`src/rtl/dptr_pkg.sv`:
```
// Shared definitions for the instruction-memory loader.
//   ld_state_e     : loader FSM states
//   BYTES_PER_WORD : bytes per instruction word
//   DEF_MEM_BYTES  : default instruction memory size, shared with the memory
package dptr_pkg;

    typedef enum logic [1:0] {
        IDLE   = 2'd0,
        ACCEPT = 2'd1,
        WRITE  = 2'd2,
        DONE   = 2'd3
    } ld_state_e;

    localparam int BYTES_PER_WORD = 4;
    localparam int DEF_MEM_BYTES  = 1024;

endpackage

```
`src/rtl/imem_byte_serializer.sv`:
```
// Holds one 32-bit word and presents it as four big-endian bytes.
//   clk_i, rst_i : clock, async active-high reset
//   load_i       : capture word_i and restart at byte 0
//   advance_i    : step to the next byte
//   word_i       : word to serialize
//   byte_o       : current byte (index 0 = bits 31:24)
//   idx_o        : current byte index
//   last_o       : current byte is index 3
module imem_byte_serializer
    import dptr_pkg::*;
(
    input  logic        clk_i,
    input  logic        rst_i,
    input  logic        load_i,
    input  logic        advance_i,
    input  logic [31:0] word_i,
    output logic [7:0]  byte_o,
    output logic [1:0]  idx_o,
    output logic        last_o
);

    logic [31:0] word_q, word_d;
    logic [1:0]  idx_q, idx_d;

    always_comb begin
        word_d = word_q;
        idx_d  = idx_q;
        if (load_i) begin
            word_d = word_i;
            idx_d  = 2'd0;
        end else if (advance_i) begin
            idx_d = idx_q + 2'd1;
        end
    end

    always_ff @(posedge clk_i or posedge rst_i) begin
        if (rst_i) begin
            word_q <= 32'd0;
            idx_q  <= 2'd0;
        end else begin
            word_q <= word_d;
            idx_q  <= idx_d;
        end
    end

    always_comb begin
        case (idx_q)
            2'd0:    byte_o = word_q[31:24];
            2'd1:    byte_o = word_q[23:16];
            2'd2:    byte_o = word_q[15:8];
            default: byte_o = word_q[7:0];
        endcase
    end

    assign idx_o  = idx_q;
    assign last_o = (idx_q == 2'(BYTES_PER_WORD - 1));

endmodule

```
`src/rtl/imem_loader.sv`:
```
// Instruction memory program loader: takes 32-bit words over a valid/ready
// stream and writes each as four bytes, MSB at the lowest address.
//   clk_i, rst_i       : clock, async active-high reset
//   start_i, abort_i   : begin / cancel a load
//   base_addr_i        : byte address of first word (must be word aligned)
//   word_count_i       : words to load
//   word_i/_valid_i    : word stream in, word_ready_o back-pressure
//   mem_we_o/addr/data : byte write port to instruction memory
//   busy_o, done_o     : load active / one-cycle end-of-start pulse
//   error_o            : sticky rejection/abort flag
//   words_written_o    : words fully written in current load
//   checksum_o         : mod-2^32 sum of accepted words (IMEM_LOADER_CHECKSUM_EN)
//
// state  | meaning
// IDLE   | waiting for start_i, validates request
// ACCEPT | word_ready_o high, waiting for a word
// WRITE  | emitting the four bytes of the held word
// DONE   | one-cycle done_o pulse
module imem_loader
    import dptr_pkg::*;
#(
    parameter int MEM_BYTES = DEF_MEM_BYTES,
    parameter int CNT_W     = 16
) (
    input  logic             clk_i,
    input  logic             rst_i,
    input  logic             start_i,
    input  logic             abort_i,
    input  logic [31:0]      base_addr_i,
    input  logic [CNT_W-1:0] word_count_i,
    input  logic [31:0]      word_i,
    input  logic             word_valid_i,
    output logic             word_ready_o,
    output logic             mem_we_o,
    output logic [31:0]      mem_addr_o,
    output logic [7:0]       mem_data_o,
    output logic             busy_o,
    output logic             done_o,
    output logic             error_o,
    output logic [CNT_W-1:0] words_written_o
`ifdef IMEM_LOADER_CHECKSUM_EN
    ,
    output logic [31:0]      checksum_o
`endif
);

    ld_state_e        state_q, state_d;
    logic [31:0]      cur_addr_q, cur_addr_d;
    logic [CNT_W-1:0] count_q, count_d;
    logic [CNT_W-1:0] words_q, words_d;
    logic             error_q, error_d;
    logic [CNT_W-1:0] words_inc;
    logic [33:0]      end_addr;
    logic             req_bad;
    logic             ser_load, ser_adv, ser_last;
    logic [7:0]       ser_byte;
    logic [1:0]       ser_idx;
`ifdef IMEM_LOADER_CHECKSUM_EN
    logic [31:0]      csum_q, csum_d;
`endif

    // 34-bit end address so a large base plus count cannot wrap past the check.
    assign end_addr  = {2'b00, base_addr_i} + {{(32-CNT_W){1'b0}}, word_count_i, 2'b00};
    assign req_bad   = (base_addr_i[1:0] != 2'b00) || (end_addr > 34'(MEM_BYTES));
    assign words_inc = words_q + CNT_W'(1);

    always_comb begin
        state_d    = state_q;
        cur_addr_d = cur_addr_q;
        count_d    = count_q;
        words_d    = words_q;
        error_d    = error_q;
        ser_load   = 1'b0;
        ser_adv    = 1'b0;
`ifdef IMEM_LOADER_CHECKSUM_EN
        csum_d     = csum_q;
`endif
        case (state_q)
            IDLE: begin
                // abort in IDLE overrides start and leaves error_o alone
                if (start_i && !abort_i) begin
                    state_d = DONE;
                    if (req_bad) begin
                        error_d = 1'b1;
                    end else begin
                        error_d    = 1'b0;
                        words_d    = '0;
                        cur_addr_d = base_addr_i;
                        count_d    = word_count_i;
`ifdef IMEM_LOADER_CHECKSUM_EN
                        csum_d     = 32'd0;
`endif
                        if (word_count_i != '0) state_d = ACCEPT;
                    end
                end
            end
            ACCEPT: begin
                if (word_valid_i) begin
                    ser_load = 1'b1;
                    state_d  = WRITE;
`ifdef IMEM_LOADER_CHECKSUM_EN
                    csum_d   = csum_q + word_i;
`endif
                end
            end
            WRITE: begin
                ser_adv = 1'b1;
                if (ser_last) begin
                    cur_addr_d = cur_addr_q + 32'(BYTES_PER_WORD);
                    words_d    = words_inc;
                    state_d    = (words_inc == count_q) ? DONE : ACCEPT;
                end
            end
            default: state_d = IDLE;
        endcase

        if (abort_i && state_q != IDLE) begin
            state_d    = IDLE;
            error_d    = 1'b1;
            words_d    = words_q;
            cur_addr_d = cur_addr_q;
            ser_load   = 1'b0;
            ser_adv    = 1'b0;
`ifdef IMEM_LOADER_CHECKSUM_EN
            csum_d     = csum_q;
`endif
        end
    end

    always_ff @(posedge clk_i or posedge rst_i) begin
        if (rst_i) begin
            state_q    <= IDLE;
            cur_addr_q <= 32'd0;
            count_q    <= '0;
            words_q    <= '0;
            error_q    <= 1'b0;
`ifdef IMEM_LOADER_CHECKSUM_EN
            csum_q     <= 32'd0;
`endif
        end else begin
            state_q    <= state_d;
            cur_addr_q <= cur_addr_d;
            count_q    <= count_d;
            words_q    <= words_d;
            error_q    <= error_d;
`ifdef IMEM_LOADER_CHECKSUM_EN
            csum_q     <= csum_d;
`endif
        end
    end

    imem_byte_serializer u_ser (
        .clk_i     (clk_i),
        .rst_i     (rst_i),
        .load_i    (ser_load),
        .advance_i (ser_adv),
        .word_i    (word_i),
        .byte_o    (ser_byte),
        .idx_o     (ser_idx),
        .last_o    (ser_last)
    );

    assign word_ready_o    = (state_q == ACCEPT);
    assign mem_we_o        = (state_q == WRITE);
    assign mem_addr_o      = mem_we_o ? (cur_addr_q + {30'd0, ser_idx}) : 32'd0;
    assign mem_data_o      = mem_we_o ? ser_byte : 8'd0;
    assign busy_o          = (state_q != IDLE);
    assign done_o          = (state_q == DONE);
    assign error_o         = error_q;
    assign words_written_o = words_q;
`ifdef IMEM_LOADER_CHECKSUM_EN
    assign checksum_o      = csum_q;
`endif

endmodule

```
`config.mk`:
```
export PLATFORM = sky130hd
export DESIGN_NAME = imem_loader
export DESIGN_NICKNAME = d
export VERILOG_FILES = /design/src/rtl/dptr_pkg.sv /design/src/rtl/imem_byte_serializer.sv /design/src/rtl/imem_loader.sv
export SDC_FILE = /design/constraint.sdc
export NUM_CORES = 1
export LEC_CHECK = 0
export ABC_AREA = 1
export BUFFER_PORTS_ARGS = -buffer_cell sky130_fd_sc_hd__buf_4
export CORE_ASPECT_RATIO = 2
export CORE_UTILIZATION = 50
export CTS_CLUSTER_DIAMETER = 50
export DETAILED_ROUTE_END_ITERATION = 8
export PLACE_DENSITY = 0.82
export SLEW_MARGIN = 20
export SYNTH_ARGS = -nofsm -noshare
export SYNTH_HDL_FRONTEND = slang
export SYNTH_SLANG_ARGS = --single-unit
```
`constraint.sdc`:
```
create_clock -name clk_i -period 3.55 [get_ports clk_i]
set_input_delay 0.355 -clock clk_i [delete_from_list [all_inputs] [get_ports clk_i]]
set_output_delay 0.355 -clock clk_i [all_outputs]
set_load 0.01 [all_outputs]
```
* Yosys cells after proc, flatten, opt, wreduce, memory -nomap -nowiden *
Cells that the tools add are included.

operators by class
  reductions and logical operators = 17
  bitwise gates (word level) = 2
  $lt $le $gt $ge = 1
  mux-type cells = 30
  add/sub/neg operators = 5
  eq/ne operators = 13

operators with widths
  cell                                                              count
  2-to-1 mux 32 bit                                                 4
  one-hot mux 32 bit (2 select lines)                               1
  2-to-1 mux 16 bit                                                 3
  adder 32 x 18 -> 33 bit                                           1
  greater-than comparator 33 x 11 -> 1 bit (second input constant)  1
  adder 32 x 2 -> 32 bit                                            1
  adder 32 x 3 -> 32 bit (second input constant)                    1
  one-hot mux 16 bit (2 select lines)                               1
  one-hot mux 8 bit (3 select lines)                                1
  2-to-1 mux 2 bit                                                  9
  adder 16 x 1 -> 16 bit (second input constant)                    1
  equality test 16 bit                                              1
  nonzero test 16 bit                                               1
  nonzero test 2 bit                                                6
  2-to-1 mux 1 bit                                                  9
  equality test 2 bit (second input constant)                       4
  2-to-1 mux 8 bit                                                  1
  one-hot mux 2 bit (3 select lines)                                1
  AND reduction 3 bit                                               2
  AND reduction 5 bit                                               1
  equality test 2 x 1 -> 1 bit (second input constant)              2
  zero test 2 bit                                                   2
  != test 2 bit (second input constant)                             2
  != test 3 x 1 -> 1 bit (second input constant)                    1
  9 further kinds                                                   11

storage, ports and cells
  output and inout port bits = 61
  flip-flop bits (word level) = 101
  input port bits = 85
  word-level logic and storage cells = 75

* Longest topological paths before layout *
  depth after elaboration = 7
  mapped depth = 22
  depth with buffers taken out = 21

* By module *
Synthesis repeated with hierarchy kept, for this count alone.

second synthesis, totals
  cells, all modules = 1,379
  area total of the unflattened synthesis = 8,575.7 µm²

by module, submodules not included
  module                sequential area each (µm²)  area each (µm²)  cells each  times used
  imem_loader           1,676.6                     6,947.9          1,160       1
  imem_byte_serializer  850.8                       1,627.8          219         1

* Least setup slack after synthesis *
No wires, ideal clock.

  kind = input -> register
  start = input port base_addr_i[2]
  end = register words_q[0], in the netlist words_written_o[0]
  required time = 3.433 ns
  path slack = 0.971 ns
  buffers on the path = 1
  stages on the path = 21
  data arrival time = 2.462 ns
  library setup time = 0.117 ns
  cell sequence = ha_1 > fa_1 > nor2_1 > nand2_1 > nor2_1 > nand2_1 > nor2_1 > nand2_1 > nor2_1 > nand2_1 > nand2_1 > nand2_1 > nor2_1 > nand3_1 > nor2_2 > nand3_1 > nand2_2 > nand3_4 > buf_6 > nand2_1 > nand2_1

between the ends
  cells in the longest elaborated chain, start to end = 5

ends and longest elaborated chain
  element                                   RTL line            source
  start: declaration                        imem_loader.sv:29   input logic [31:0] base_addr_i,
  adder 32 x 18 -> 33 bit                   imem_loader.sv:63   assign end_addr = {2'b00, base_addr_i} + {{(32-CNT_W){1'b0}}, word_count_i, 2'b00};
  greater-than comparator 33 x 11 -> 1 bit  imem_loader.sv:64   assign req_bad = (base_addr_i[1:0] != 2'b00) || (end_addr > 34'(MEM_BYTES));
  logical OR 1 bit                          imem_loader.sv:64
  != test 2 bit (no source line)            --
  AND reduction 5 bit (no source line)      --
  end signal: assignment                    imem_loader.sv:144  words_q <= words_d;
  end: declaration                          imem_loader.sv:50   logic [CNT_W-1:0] words_q, words_d;

No other way between the ends.
A chain may end at the register's enable or synchronous reset.

* Final worst setup path *
  start = register cur_addr_q[3]
  end = output port mem_addr_o[30]

between the ends
  cells in the longest elaborated chain, start to end = 2

ends and longest elaborated chain
  element                   RTL line            source
  start: declaration        imem_loader.sv:48   logic [31:0] cur_addr_q, cur_addr_d;
  start signal: assignment  imem_loader.sv:142  cur_addr_q <= cur_addr_d;
  adder 32 x 2 -> 32 bit    imem_loader.sv:165  assign mem_addr_o = mem_we_o ? (cur_addr_q + {30'd0, ser_idx}) : 32'd0;
  2-to-1 mux 32 bit         imem_loader.sv:165
  end: declaration          imem_loader.sv:35   output logic [31:0] mem_addr_o,

No other way between the ends.

==> flow_summary.toml <==
[status]
status = "finished, final reports clean"

[synthesis]
synthDominantAreaCellType = "dfrtp_1"
synthesis.instances = 1356
number_of_synthesis_warnings = 0
synth_cell_type_count = 43
synth.ff_latch_count = 101
yosysTopAreaCellShare = 0.2992
mappedNetlistArea_sq_mm = 0.008448
ys_seq_area_frac = 0.2992
synth.top_cells.by_area = "dfrtp_1 30%, nand2_1 22%, inv_1 7.3%, nor2_1 6.3%, nand4_1 4.6%"
ys_async_sr_fraction = 1.000
synth_ff_type = "dfrtp_1"
number_of_synthesized_flops_with_an_enable_pin = 0
synth_nets = 1467
synthesized_area_per_cell_sq_um = 6.230

[routing]
routed_wirelength_mm = 29.88
viasPerCell = 5.598
drt_iter0_drc = 572
antenna_left = 0
drc = 0
routed_wirelength_normalized_by_instance_count_um = 17.68
firstDrtPassIters = 6
route.vias.total = 9460

[global_route]
grt_max_degree = 62
total_congestion_overflow_after_global_routing = 0
first_global_vias = 9278
grt_first_pass_wirelength_mm = 46.46
antenna_found_initial = 0
globalRouteTotalUtil = 0.3568

[timing]
report.final.setup_viol = 0
tightest_slew_ps = 882.0
period_utilisation_layout = 0.9429
fmaxAchievable_mhz = 298.7
final.hold.worst_slack_ps = 71.93
final_hold_viol_count = 0
clock_skew_ps = 12.70
report.final.slew_viol_count = 0
timing.slew.headroom = 0.4113
grt_setup_unrepaired = "false"
finalCriticalPeriod_ps = 3347
tns_ps = 0

[job]
cap_viol_max_count = 0

[floorplanning]
floorplan.initialDensity = 0.5167
fp.dieH_um = 185.8
core_area_sq_mm = 0.01635
die-area_sq_mm = 0.01745
ioPinCount = 146
placement_rows = 66
floorplan.die.width_um = 93.92

[clocking]
path_clk_slew_ps = 80
holdBufCountCts = 0
cts_max_path_buffers = 2
cts_num_sinks = 101
clock_insertion_delay_worst_skew_ps = 370
cts-resized-gates = 0
htree_num_levels = 3
number_of_buffers_inserted_during_clock_tree_synthesis = 9
cts_post_setup_buffers_inserted = 0
cts_tree = "built"
clk_root_buffer_cell = "clkbuf_16"

[finish]
layout.area.seq_sq_mm = 0.002527
finish.net_count = 1592
num-fill-cells = 1611
antenna_cells_inserted = 0
drive_above_1_share = 0.1474
multi_input_area_sq_mm = 0.005047
area_growth_pct = 18.65

[pwr]
ir_worst_vdd_v = 0.0004450
p_leak_uw = 0.005275
power.density_mw_per_mm2 = 546.2
total_power_uw = 5475

[setup_path]
cp_data_arrival_time_ps = 2990
crit_required_ps = 3190
cpPeakStageDelay_ps = 440
r2r-start = "words_written_o[3]$_DFFE_PP0P_"
worstPathMaxFanout = 5
worstPathCellList = "ha_1 > nand2_1 > nor2_1 > nand2_1 > nor2_2 > nand4_1 > nor2_1 > nand4_1 > nand2_1 > nand2_1 > a211oi_1 > buf_4"
regToRegEndpoint = "state_q[1]$_DFFE_PP0P_"
cpMostUsedCell = "nand2_1"
worstSetupEndpointType = "primary output"
r2r_cells = 12
rrSetupSlack_ps = 800
critical_path.slowest_cell = "dfrtp_1"
worstSetupStartpointType = "flop"
critPathKind = "reg -> out"

[placed_design]
gp_congestion = 0.9789
buffer_ports.inserted = 145
post-dp-hpwl_mm = 23.40

[worst_hold_path]
hp-class = "in -> async"
## area by class of cell
cell class,instances,share of cell area
Sequential cell,101,0.2522
Timing Repair Buffer,162,0.1251
Tap cell,204,0.02546
Multi-Input combinational cell,1035,0.5036
Clock inverter,6,0.005243
Inverter,172,0.06466
Clock buffer,10,0.02384
## power by group
group | internal (uW) | switching [uW]
Sequential | 1490 | 367
Combinational | 882 | 1720
Clock | 510 | 503
Total | 2880 | 2590
## how the worst max path moves through the flow
stage / start / endpoint / slack [ps] / cells past startpoint
finish: cur_addr_q[3]$_DFFE_PP0P_ / mem_addr_o[30] / 200 / 12
global route: cur_addr_q[3]$_DFFE_PP0P_ / mem_addr_o[30] / 30 / 12
CTS: cur_addr_q[3]$_DFFE_PP0P_ / mem_addr_o[30] / 240 / 12
detailed placement: base_addr_i[2] / cur_addr_q[15]$_DFFE_PP0P_ / 240 / 19
global placement: base_addr_i[2] / words_written_o[15]$_DFFE_PP0P_ / 270 / 19
floorplan: rst_i / count_q[0]$_DFFE_PP0P_ / 550 / 1
## cells in the final DEF (no fill, tap or decap), types with 2 or more instances in the layout
cell type  instances
inv_8              2
nand3_1           66
clkbuf_16          9
o21ai_1           15
o31ai_1            8
nand4_1           62
nand3_2            2
inv_1            164
o21bai_1           3
o21ai_0           43
nor4_1            11
or2_2              6
nand2_2           11
ha_1              24
nor2_1           141
nor3_2             3
a21oi_1           38
fa_1               2
dfrtp_1          101
inv_6              2
nand2_1          490
nand3b_1           6
nor2_2             4
and2_1             3
nor3_1            23
a31oi_1           10
xor2_1            20
xnor2_1            9
a21oi_2            2
a211oi_1          16
o22ai_1            5
buf_4            159
inv_2              7
buf_12             3
## state kept, by name, summed over array words and instances (netlist names)
signal           cells
u_ser.word_q        32
count_q             16
state_q              2
words_written_o     16
error_o              1
cur_addr_q          32
u_ser.idx_o          2
## kinds of logic (layout without fill, tap and decap cells)
| logic type | after synthesis | count (layout) | synth area share |
|---|---|---|---|
| AO/OA/AOI/OAI | 146 | 146 | 0.09938 |
| XOR/XNOR | 30 | 30 | 0.03273 |
| adder cells (fa/ha/maj) | 26 | 26 | 0.04028 |
| buffers and inverters | 220 | 350 | 0.1060 |
| flip-flops | 101 | 101 | 0.2992 |
| AND/OR/NAND/NOR | 833 | 833 | 0.4224 |
## metal layers
| metal | global-route usage | share of wire |
|---|---|---|
| met1 | 0.3411 | 0.33 |
| met2 | 0.6441 | 0.51 |
| met3 | 0.06168 | 0.064 |
| met4 | 0.3040 | 0.095 |
| met5 | 0 | 0 |
## critical path, delay by kind of cell (launching register included)
family	cells	cell delay, ps
and+or+nand+nor	9	1490
DFF	1	440
adders and majority gates	1	330
AOI/OAI and AO/OA	1	190
buffers and inverters	1	170
## stage by stage
step                      cells  setup WS [ps]  utilization  instance area (sq um)
after floorplan            1356          547.9            -                   8448
after global placement     1674          265.8       0.5947                   9723
after detailed placement   1674          240.1       0.5947                   9723
after CTS                  1690          238.7       0.6125                  10010
after global routing       1690          31.87       0.6130                  10020
final                      1690          202.6       0.6130                  10020
## cells in the mapped netlist, drive strengths merged (15+ instances only)
master and instances:
inv 172, xor2 20, nand2 501, a211oi 16, ha 24, dfrtp 101, o21ai 59, nor3 27
nand4 63, clkbuf 33, nand3 69, a21oi 40, nor2 146, buf 15
No activity file was read; power rests on OpenSTA's default activity.
